### src/rtl/test_sequencer_watchdog.sv
// Per-test run timer: cleared before each run, counts enabled cycles and
// reports expiry on the last allowed cycle, holding there until cleared.
module run_watchdog #(
  parameter int TIMEOUT_CYCLES = 100000
) (
  input  logic clock,
  input  logic reset,
  input  logic clear,
  input  logic enable,
  output logic expired
);

  localparam int CNT_W = (TIMEOUT_CYCLES > 1) ? $clog2(TIMEOUT_CYCLES) : 1;
  localparam logic [CNT_W-1:0] LAST_COUNT = CNT_W'(TIMEOUT_CYCLES - 1);

  logic [CNT_W-1:0] count_r;

  assign expired = (count_r == LAST_COUNT);

  // Run-cycle counter
  always_ff @(posedge clock or negedge reset) begin
    if (!reset) begin
      count_r <= {CNT_W{1'b0}};
    end else if (clear) begin
      count_r <= {CNT_W{1'b0}};
    end else if (enable && !expired) begin
      count_r <= count_r + CNT_W'(1);
    end else begin
      count_r <= count_r;
    end
  end

endmodule

### config.mk
export PLATFORM = sky130hd
export DESIGN_NAME = run_watchdog
export DESIGN_NICKNAME = d
export VERILOG_FILES = /design/src/rtl/test_sequencer_watchdog.sv
export SDC_FILE = /design/constraint.sdc
export NUM_CORES = 1
export LEC_CHECK = 0
export CAP_MARGIN = 20
export CORE_MARGIN = 2
export CORE_UTILIZATION = 35
export DETAILED_ROUTE_END_ITERATION = 7
export PLACE_DENSITY = 0.56
export SYNTH_ARGS = -nofsm -noshare
export SYNTH_HDL_FRONTEND = slang
export SYNTH_SLANG_ARGS = --single-unit
### constraint.sdc
create_clock -name clock -period 2.83 [get_ports clock]
set_input_delay 0.283 -clock clock [delete_from_list [all_inputs] [get_ports clock]]
set_output_delay 0.283 -clock clock [all_outputs]
set_load 0.01 [all_outputs]
==> impl_metrics.csv <==
group,metric,value,unit
clock_network,clk_pin_slew,0.11,ns
die,initial_core_util,37.44,%
sta,grt_setup_unrepaired,"no",
cells_and_area,drive_above_1_share,7.767,%
die,ios,5,
power,swShare,23.95,%
synth,share_of_async_settable_or_async_resettable_flops_after_synthesis,100.0,%
clock_network,h-tree-depth,1,
critical_path,timing.critical_path.arrival,2.15,ns
critical_path,worst-endpoint-required,2.55,ns
sta,final_hold_slack,0.4279,ns
clock_network,clockRootBuffer,"sky130_fd_sc_hd__clkbuf_4",
sta,finalHoldViolations,0,
placed_design,io_buffers,4,
synth,mappedNetlistArea,935.9,um2
global_routing,track_usage,12.82,%
critical_path,worst_setup_path_start_kind,"register",
synth,synth_most_common_cell,"sky130_fd_sc_hd__dfrtp_1",
synth,synth_top_cells_by_area,"sky130_fd_sc_hd__dfrtp_1, sky130_fd_sc_hd__or3_1, sky130_fd_sc_hd__nand4_1",
clock_network,cts_tree,"yes",
clock_network,worst_skew_pair.late_latency,0.29,ns
sta,max_transition_margin,48.62,%
critical_path,critical_path.endpoint_type,"output port",
sta,finalSetupViolCount,0,
critical_path,setup.worst_path.class,"reg2out",
global_routing,global_route_wire_length_before_repair,3153,um
power,leakage_power_of_the_design,0.0004068,uW
cells_and_area,fin_nets,109,
sta,totalNegativeSetupSlack,0,ns
power,comb_power_share,5.8,%
clock_network,clockBufferDepth,2,
routing,detail-route-antenna-nets,0,
clock_network,cts_setup_buffers,0,
power,internal_power,307.7,uW
critical_path,timing.reg2reg.setup_slack,0.83,ns
synth,syn_area_per_cell,9.454,um2
sta,time_the_final_worst_path_needs_with_i_o_delays_and_setup,2.434,ns
power,ir_worst_vdd,0.3063,mV
synth,synth_cell_type_count,27,
global_routing,via_count_of_the_first_global_routing_pass,679,
placed_design,place.detailed.hpwl,1308,um
power,pwr-share-seq,61.3,%
routing,routed_wirelength,1823,um
routing,via_count,741,
sta,tightest_slew,0.7682,ns
sta,fin_skew,0.006925,ns
synth,synthTopCellsByCount,"sky130_fd_sc_hd__dfrtp_1, sky130_fd_sc_hd__a21oi_1, sky130_fd_sc_hd__o21ai_0, sky130_fd_sc_hd__or3_1, sky130_fd_sc_hd__nand4_1",
cells_and_area,finish.instance_area,1026,um2
synth,synthesized_net_count,104,
outcome,run_status,"finished clean",
sta,period_utilization,86.01,%
die,fp.coreArea,2500,um2
critical_path,cp_max_fo,5,
synth,synth_top_cell_area_share,45.45,%
placed_design,routabilityCongestion,0.8761,
cells_and_area,finish.utilization,41.04,%
die,die_area,3104,um2
synth,synth_area_leader_cell,"sky130_fd_sc_hd__dfrtp_1",
synth,synth_top_flop_cell,"sky130_fd_sc_hd__dfrtp_1",
cells_and_area,insertedDiodeCount,0,
global_routing,pin_count_of_the_biggest_net_entering_global_routing,20,
placed_design,place_area,998.5,um2
synth,postSynthCellCount,99,
cells_and_area,layout-area-overhead-vs-synth,9.625,%
die,placement_rows,18,
routing,count_of_unresolved_drc_violations_after_routing,0,
die,chipWidth,55.71,um
routing,wl_per_cell,13.71,um
die,chipHeight,55.71,um
synth,synth-edff-count,0,
routing,drtPass1Iterations,4,
synth,synth_seq_area_share,45.45,%
sta,timing.fmax,0.4108,GHz
clock_network,cts.repair.resized,0,
global_routing,aggregate_global_routing_overflow,0,
cells_and_area,largest_register_ffs,17,
min_path,worstHoldPathType,"in2async",
cells_and_area,top_regs,"count_r (17)",
clock_network,cts-buffers-inserted,3,
cells_and_area,max_flop_register,"count_r",
global_routing,antenna_violations_before_repair,0,
synth,synth.yosys.warnings,0,
clock_network,cts.sink_count,17,
sta,finalMaxSlewViolations,0,
clock_network,postCtsHoldBufs,0,
routing,vias_per_cell,5.571,
synth,ys_seq_elements,17,
power,switching_power,96.89,uW
power,power_density,394.4,nW/um2
power,clock_power_share,32.8,%
flow_run,max_cap_viol_count,0,
routing,drt-initial-drc-count,12,
==> cell families (layout without fill, tap and decap cells) <==
logic type                 after synthesis  after routing  synth area share (%)
AOI/OAI and AO/OA                       18             18                 9.625
adders and majority gates                1              1                 1.337
xor gates and xnor gates                 6              6                 5.616
and+or+nand+nor                         50             50                 33.29
DFF                                     17             17                 45.45
muxes                                    2              2                 2.673
buffers and inverters                    5              9                 2.004
==> power groups by stage <==
stage                     Combinational [uW]  Clock, uW  Sequential, uW
after floorplan                         13.4          0             252
after global placement                  24.1          0             253
after detailed placement                24.6          0             253
after CTS                               24.8        140             248
after global routing                    27.3        152             249
final                                   23.7        133             248
==> per-stage QoR <==
step,instances,setup WS (ns),total power [uW]
finish,133,0.3959,404.6
floorplan,99,0.9714,265.6
detailed placement,129,0.6927,277.5
global route,133,0.2804,427.6
CTS,133,0.3563,412.8
global placement,129,0.7102,276.8
==> layer usage <==
metal,share of wire [%],global-route usage [%],vias up
met4,0.55,2.091,0
li1,-,-,371
met2,46,20.58,9
met5,0,0,-
met1,50,16.57,359
met3,3.7,5.116,2
==> worst paths after layout <==
check	startpoint	endpoint	cells after the start
max in group asynchronous	reset	count_r[8]$_DFFE_PN0P_	1
worst min register to register	count_r[11]$_DFFE_PN0P_	count_r[11]$_DFFE_PN0P_	2
worst max register to register	count_r[12]$_DFFE_PN0P_	count_r[0]$_DFFE_PN0P_	4
worst max-delay path	count_r[12]$_DFFE_PN0P_	expired	3
worst min-delay path	reset	count_r[2]$_DFFE_PN0P_	1
min in group clock	count_r[11]$_DFFE_PN0P_	count_r[11]$_DFFE_PN0P_	2
==> layout by cell type (no fill, tap or decap), types with 3 or more instances in the layout <==
master	n
sky130_fd_sc_hd__dfrtp_1	17
sky130_fd_sc_hd__o21ai_0	9
sky130_fd_sc_hd__or3_1	9
sky130_fd_sc_hd__a21oi_1	9
sky130_fd_sc_hd__nand4_1	8
sky130_fd_sc_hd__nor2_1	7
sky130_fd_sc_hd__nand2_1	6
sky130_fd_sc_hd__and3_1	4
sky130_fd_sc_hd__clkdlybuf4s50_1	4
sky130_fd_sc_hd__nand3_1	3
sky130_fd_sc_hd__xnor2_1	3
sky130_fd_sc_hd__xor2_1	3
sky130_fd_sc_hd__clkbuf_4	3
==> worst max-delay path, cell delays in order, from the launching register on <==
cell,delay [ns]
sky130_fd_sc_hd__dfrtp_1,0.43
sky130_fd_sc_hd__or4b_4,0.57
sky130_fd_sc_hd__nor4_1,0.27
sky130_fd_sc_hd__clkdlybuf4s50_1,0.58
==> cell type report <==
| cell class | instances | area, um2 |
|---|---|---|
| Fill cell | 251 | 1474 |
| Multi-Input combinational cell | 77 | 491.7 |
| Sequential cell | 17 | 425.4 |
| Timing Repair Buffer | 4 | 40.04 |
| Tap cell | 30 | 37.54 |
| Clock buffer | 3 | 22.52 |
| Clock inverter | 1 | 5.005 |
| Inverter | 1 | 3.754 |
No activity file was read; power rests on OpenSTA's default activity.
